File: src/rtl/bar_pkg.sv
// Shared types and constants for the 10-switch thermometer bar and its 0..10 level code.
package bar_pkg;

  localparam int BAR_W   = 10;
  localparam int LEVEL_W = 4;
  localparam logic [LEVEL_W-1:0] LEVEL_MAX = 4'd10;

  typedef logic [LEVEL_W-1:0] level_t;
  typedef logic [BAR_W-1:0]   bar_t;

  typedef enum logic {
    IDLE,
    PEND
  } report_state_t;

  // One reported word; level and bubble are always compared and sent together.
  typedef struct packed {
    level_t level;
    logic   bubble;
  } report_t;

  // LED bar decoder: level n lights the bottom n segments.
  function automatic bar_t led_decode(input level_t lvl);
    bar_t bar;
    bar = '0;
    for (int i = 0; i < BAR_W; i++) begin
      if (i < int'(lvl)) bar[i] = 1'b1;
    end
    return bar;
  endfunction

endpackage

File: src/rtl/switch_level_encoder_if.sv
// Valid/ready word channel from the switch encoder towards the UART transmit path.
interface switch_level_encoder_if;
  import bar_pkg::*;

  level_t level;
  logic   bubble;
  logic   out_valid;
  logic   out_ready;

  modport master (output level, output bubble, output out_valid, input out_ready);
  modport slave  (input level, input bubble, input out_valid, output out_ready);

endinterface

File: src/rtl/therm_encoder.sv
// Thermometer bar to level: count of contiguous ones from bit 0, plus a bubble flag
// for any one lying above the first zero.
module therm_encoder
  import bar_pkg::*;
(
  input  bar_t   bar,
  output level_t level,
  output logic   bubble
);

  logic seen_zero;

  // NOTE: every always_comb output gets a default before any branch so no latch is inferred.
  always_comb begin
    level     = '0;
    bubble    = 1'b0;
    seen_zero = 1'b0;
    for (int i = 0; i < BAR_W; i++) begin
      if (!bar[i]) begin
        seen_zero = 1'b1;
      end else if (seen_zero) begin
        bubble = 1'b1;
      end else begin
        level = LEVEL_W'(i + 1);
      end
    end
  end

endmodule

File: src/rtl/switch_level_encoder.sv
// Synchronises and debounces the slide switches as one vector, encodes the bar to a
// level, and reports each new level (latest value wins) on a valid/ready channel.
module switch_level_encoder
  import bar_pkg::*;
#(
  parameter int DEBOUNCE_CYCLES = 50000
) (
  input  logic clk,
  input  logic rst,
  input  bar_t sw_raw,
  output bar_t stable_bar,
  switch_level_encoder_if.master tx
);

  localparam int CNT_W = $clog2(DEBOUNCE_CYCLES);
  localparam logic [CNT_W-1:0] CNT_MAX = CNT_W'(DEBOUNCE_CYCLES - 1);

  bar_t             s1, s2;
  logic [1:0]       sync_fill;
  logic [CNT_W-1:0] cnt;
  logic             primed;

  // NOTE: sequential state is written only with non-blocking assignments.
  always_ff @(posedge clk) begin
    if (rst) begin
      s1         <= '0;
      s2         <= '0;
      sync_fill  <= '0;
      cnt        <= '0;
      stable_bar <= '0;
      primed     <= 1'b0;
    end else begin
      s1        <= sw_raw;
      s2        <= s1;
      sync_fill <= {sync_fill[0], 1'b1};
      // s2 is about to change (or the synchroniser is still refilling after reset)
      if (!sync_fill[1] || (s1 != s2)) begin
        cnt <= '0;
      end else if (cnt != CNT_MAX) begin
        cnt <= cnt + CNT_W'(1);
      end
      // The first settle after reset always loads so the forced report sees settled switches.
      if ((cnt == CNT_MAX) && ((s2 != stable_bar) || !primed)) begin
        stable_bar <= s2;
        primed     <= 1'b1;
      end
    end
  end

  report_t enc;

  therm_encoder u_therm_encoder (
    .bar    (stable_bar),
    .level  (enc.level),
    .bubble (enc.bubble)
  );

  report_state_t state, state_nx;
  report_t       word_q, word_nx;
  report_t       last_sent, last_sent_nx;
  logic          force_report, force_report_nx;

  always_ff @(posedge clk) begin
    if (rst) begin
      state        <= IDLE;
      word_q       <= '0;
      last_sent    <= '0;
      force_report <= 1'b1;
    end else begin
      state        <= state_nx;
      word_q       <= word_nx;
      last_sent    <= last_sent_nx;
      force_report <= force_report_nx;
    end
  end

  always_comb begin
    state_nx        = state;
    word_nx         = word_q;
    last_sent_nx    = last_sent;
    force_report_nx = force_report;
    unique case (state)
      IDLE: begin
        if (primed && ((enc != last_sent) || force_report)) begin
          state_nx = PEND;
          word_nx  = enc;
        end
      end
      PEND: begin
        if (tx.out_ready) begin
          state_nx        = IDLE;
          last_sent_nx    = word_q;
          force_report_nx = 1'b0;
        end
      end
      default: state_nx = IDLE;
    endcase
  end

  assign tx.out_valid = (state == PEND);
  assign tx.level     = word_q.level;
  assign tx.bubble    = word_q.bubble;

endmodule

File: src/flat_wrapper.sv
// flat-port wrapper written by rule: the top's interface ports become plain ports
module switch_level_encoder_flat import bar_pkg::*;
#(
  parameter int DEBOUNCE_CYCLES = 50000
)
  (clk, rst, sw_raw, stable_bar, tx_level, tx_bubble, tx_out_valid, tx_out_ready);
  switch_level_encoder_if tx_i ();
  input  logic clk;
  input  logic rst;
  input  bar_t sw_raw;
  output bar_t stable_bar;
  output wire logic [$bits(tx_i.level)-1:0] tx_level;
  output wire logic [$bits(tx_i.bubble)-1:0] tx_bubble;
  output wire logic [$bits(tx_i.out_valid)-1:0] tx_out_valid;
  input wire logic [$bits(tx_i.out_ready)-1:0] tx_out_ready;
  assign tx_level = tx_i.level;
  assign tx_bubble = tx_i.bubble;
  assign tx_out_valid = tx_i.out_valid;
  assign tx_i.out_ready = tx_out_ready;
  switch_level_encoder #(.DEBOUNCE_CYCLES(DEBOUNCE_CYCLES)) u_core (.clk(clk), .rst(rst), .sw_raw(sw_raw), .stable_bar(stable_bar), .tx(tx_i));
endmodule
File: config.mk
export PLATFORM = sky130hd
export DESIGN_NAME = switch_level_encoder_flat
export DESIGN_NICKNAME = d
export VERILOG_FILES = /design/src/rtl/bar_pkg.sv /design/src/rtl/switch_level_encoder_if.sv /design/src/rtl/therm_encoder.sv /design/src/rtl/switch_level_encoder.sv /design/src/flat_wrapper.sv
export SDC_FILE = /design/constraint.sdc
export NUM_CORES = 1
export LEC_CHECK = 0
export ABC_AREA = 1
export CAP_MARGIN = 10
export CORE_MARGIN = 8
export CORE_UTILIZATION = 40
export CTS_BUF_LIST = sky130_fd_sc_hd__clkbuf_8
export DETAILED_ROUTE_END_ITERATION = 10
export PLACE_DENSITY_LB_ADDON = 0.05
export REMOVE_ABC_BUFFERS = 1
export SYNTH_ARGS = -nofsm -noshare
export SYNTH_HDL_FRONTEND = slang
export SYNTH_SLANG_ARGS = --single-unit
File: constraint.sdc
create_clock -name clk -period 2.3 [get_ports clk]
set_input_delay 0.23 -clock clk [delete_from_list [all_inputs] [get_ports clk]]
set_output_delay 0.23 -clock clk [all_outputs]
set_load 0.01 [all_outputs]
==> impl_metrics.csv <==
group,metric,value,unit
outcome,status,"finished clean",
synthesis,ys_dominant_reg_cell,"dfxtp_1",
floorplan,die_h,99.4,um
clock_network,post_cts_buffers,0,
routing,vias_per_cell,4.72,
synthesis,syn_inst,381,
clock_network,cts_sinks,61,
clock_network,ctsLongestPathBuffers,2,
placement,gp_congestion,0.823,
clock_network,cts_tree,"built",
pwr,p_seq_share,49.6,%
synthesis,syn_area_per_cell,7.30,um^2
timing,fmax,515,MHz
clock_network,cts_resized,0,
synthesis,synth_cell_type_count,38,
grt,grt_pass1_wl,10300,um
grt,grt_pass1_vias,2299,
routing,ant_nets,0,
critical_path,reg2regPathDepth,13,
placement,port_buffers,28,
clock_network,clk_pin_slew_worst_paths,0.07,ns
grt,grt_max_degree,24,
placement,place_ws,0.261,ns
hold_path,holdPathEnd,"u_core.s1[0]",
grt,grtUsageTotal,12.6,%
critical_path,required,2.52,ns
finish,utilization,49.7,%
flow_run,drv_cap,0,
pwr,p_switching,475,uW
pwr,p_leak,0.00137,uW
pwr,powerDensity,653,nW/um^2
floorplan,dieArea,9880,um^2
placement,dpl.hpwl,4240,um
floorplan,ioPinCount,29,
hold_path,hold_path_depth,3,
synthesis,synth_edf_count,0,
hold_path,hp-start,"sw_raw[0]",
clock_network,clk_latency,0.33,ns
finish,final_area,3360,um^2
critical_path,ff2ff_setup_slack,0.36,ns
synthesis,synth-async-reset-ratio,0,%
clock_network,numCtsBuffers,9,
floorplan,coreArea,6760,um^2
hold_path,hold_class,"in -> reg",
finish,area_growth,20.7,%
timing,drv_slew,0,
timing,holdWs,0.409,ns
timing,setup_slack,0.359,ns
finish,diodes,0,
timing,setup_viol,0,
synthesis,yosysWarnings,0,
routing,via_count,2365,
routing,drt-wirelength-per-cell,11.5,um
finish,register_area,1220,um^2
pwr,clkPwrFrac,46.8,%
placement,dpl_cell_area,3140,um^2
floorplan,rows,30,
finish,layout.nets,430,
finish,fill_cells,681,
grt,grt.overflow.total,0,
routing,drc,0,
floorplan,die_w,99.4,um
pwr,p_int,1720,uW
routing,drt-initial-drc-count,110,
clock_network,htree_levels,3,
critical_path,worstSetupPathType,"reg -> reg",
timing,setup_tns,0,ns
timing,clock_skew,0.00641,ns
synthesis,netlist_area,2780,um^2
routing,routed_wl,5760,um
timing,rsz0062_at_grt,"false",
floorplan,start_util,41.2,%
finish,layout-drive-gt1-share,12.1,%
critical_path,worstPathArrival,2.16,ns
grt,grt_antenna_before_repair,0,
pwr,pwr-share-comb,3.7,%
timing,finalCriticalPeriod,1.94,ns
timing,tightestPinTransition,0.366,ns
clock_network,holdBufCountCts,0,
timing,finalHoldViolCount,0,
critical_path,crit_fanout,11,
critical_path,cp-end-kind,"flop",
critical_path,r2r_end,"u_core.tx.level[3]",
synthesis,yosysSeqAreaShare,43.9,%
finish,multi_input_area,1270,um^2
timing,fin_crit_sh,84.4,%
timing,maxSlewHeadroom,75.4,%
pwr,p_sw_share,21.6,%
critical_path,r2r-start,"u_core.stable_bar[0]",
synthesis,synth_seq_cells,61,
clock_network,clockRootBuffer,"clkbuf_8",
routing,firstDrtPassIters,4,
critical_path,startpoint_type,"flop",
pwr,ir_worst_vdd,0.503,mV
state kept, by name, indices dropped and copies added, names as in the netlist, 2 cells and up:
register	flops
u_core.cnt	16
u_core.tx.level	4
u_core.last_sent	5
u_core.stable_bar	10
u_core.sync_fill	2
u_core.s1	10
u_core.s2	10
placed cells by master, fill, tap and decap left out, types with 2 or more instances in the layout:
| master | instances |
|---|---|
| a21oi_2 | 6 |
| nand2_2 | 6 |
| nand3_1 | 14 |
| nand3_2 | 5 |
| nor2_1 | 62 |
| nor4_1 | 3 |
| clkdlybuf4s50_1 | 28 |
| nand4_1 | 4 |
| o22ai_1 | 4 |
| clkinvlp_4 | 2 |
| xor2_1 | 9 |
| o21ai_0 | 20 |
| nor2_4 | 2 |
| inv_1 | 57 |
| nand2_1 | 63 |
| nor2_2 | 2 |
| inv_2 | 4 |
| clkinv_1 | 2 |
| o21ai_1 | 2 |
| a21oi_1 | 23 |
| dfxtp_1 | 61 |
| buf_4 | 5 |
| nor3_1 | 8 |
| bufinv_16 | 2 |
| clkbuf_8 | 9 |
| clkinv_2 | 3 |
critical path: stages, from the launching register on:
cell and delay [ns]:
dfxtp_1 0.43, nand2_2 0.12, nor2_4 0.17, nand3_2 0.10
clkinv_1 0.06, nand3_1 0.10, nand2_1 0.12, nand2_1 0.07
nand2_1 0.06, nand2_1 0.06, nor2_2 0.11, nand2_2 0.21
a21oi_2 0.18, nor2_1 0.05
kinds of logic after synthesis:
logic type               Yosys count  share of synthesized area (%)
AO/OA/AOI/OAI                     61                           12.6
XOR/XNOR                          10                           3.15
adder cells (fa/ha/maj)            1                          0.450
buffers and inverters             72                           10.6
flip-flops                        61                           43.9
AND/OR/NAND/NOR                  176                           29.3
power by group through the flow:
stage | sequential (uW) | combinational (uW) | clock [uW]
6_report | 1090 | 80.7 | 1030
3_3_place_gp | 1110 | 80.8 | 0
3_5_place_dp | 1110 | 81.4 | 0
5_1_grt | 1090 | 94.4 | 1110
4_1_cts | 1090 | 81.8 | 1060
2_1_floorplan | 1110 | 43.8 | 0
per-layer routing:
metal / wire, um / up-vias / global-route usage (%)
met2: 2470 / 41 / 19.3
met4: 85 / 0 / 5.59
li1: - / 1278 / -
met3: 237 / 8 / 3.28
met5: 0 / - / 0
met1: 2970 / 1038 / 16.3
cell usage after synthesis, drive strengths merged, types with 2 or more instances:
master,count,share of area [%]
or2,2,0.45
clkbuf,5,0.67
nand3,19,4.3
nor3,9,1.8
nand2,69,9.8
buf,4,1.4
nor4,4,1.1
o21ai,23,4.3
dfxtp,61,44
o22ai,4,0.90
xor2,9,2.8
nor2,66,9.6
nand4,5,1.7
clkinv,2,0.27
a21oi,29,6.0
inv,61,8.2
worst max-delay path by stage:
stage	from	end	slack, ns	cells past startpoint
finish	u_core.stable_bar[0]	u_core.tx.level[3]	0.36	13
global route	u_core.cnt[0]	u_core.stable_bar[5]	0.11	8
CTS	u_core.cnt[0]	u_core.stable_bar[7]	0.23	8
detailed placement	u_core.cnt[0]	u_core.stable_bar[3]	0.26	8
global placement	u_core.cnt[0]	u_core.stable_bar[5]	0.30	8
floorplan	u_core.cnt[0]	u_core.stable_bar[0]	0.48	8
metrics by stage:
stage	instances	total power (uW)
after global placement	485	1190
after global routing	501	2290
final	501	2190
after floorplan	372	1150
after detailed placement	485	1190
after CTS	501	2230
cell type report:
| cell class | count | area share, % |
|---|---|---|
| Tap cell | 80 | 2.98 |
| Clock buffer | 9 | 3.69 |
| Multi-Input combinational cell | 248 | 37.8 |
| Inverter | 63 | 7.04 |
| Timing Repair Buffer | 33 | 9.46 |
| Clock inverter | 7 | 2.68 |
| Sequential cell | 61 | 36.4 |
Power figures use the tool's default switching activity.
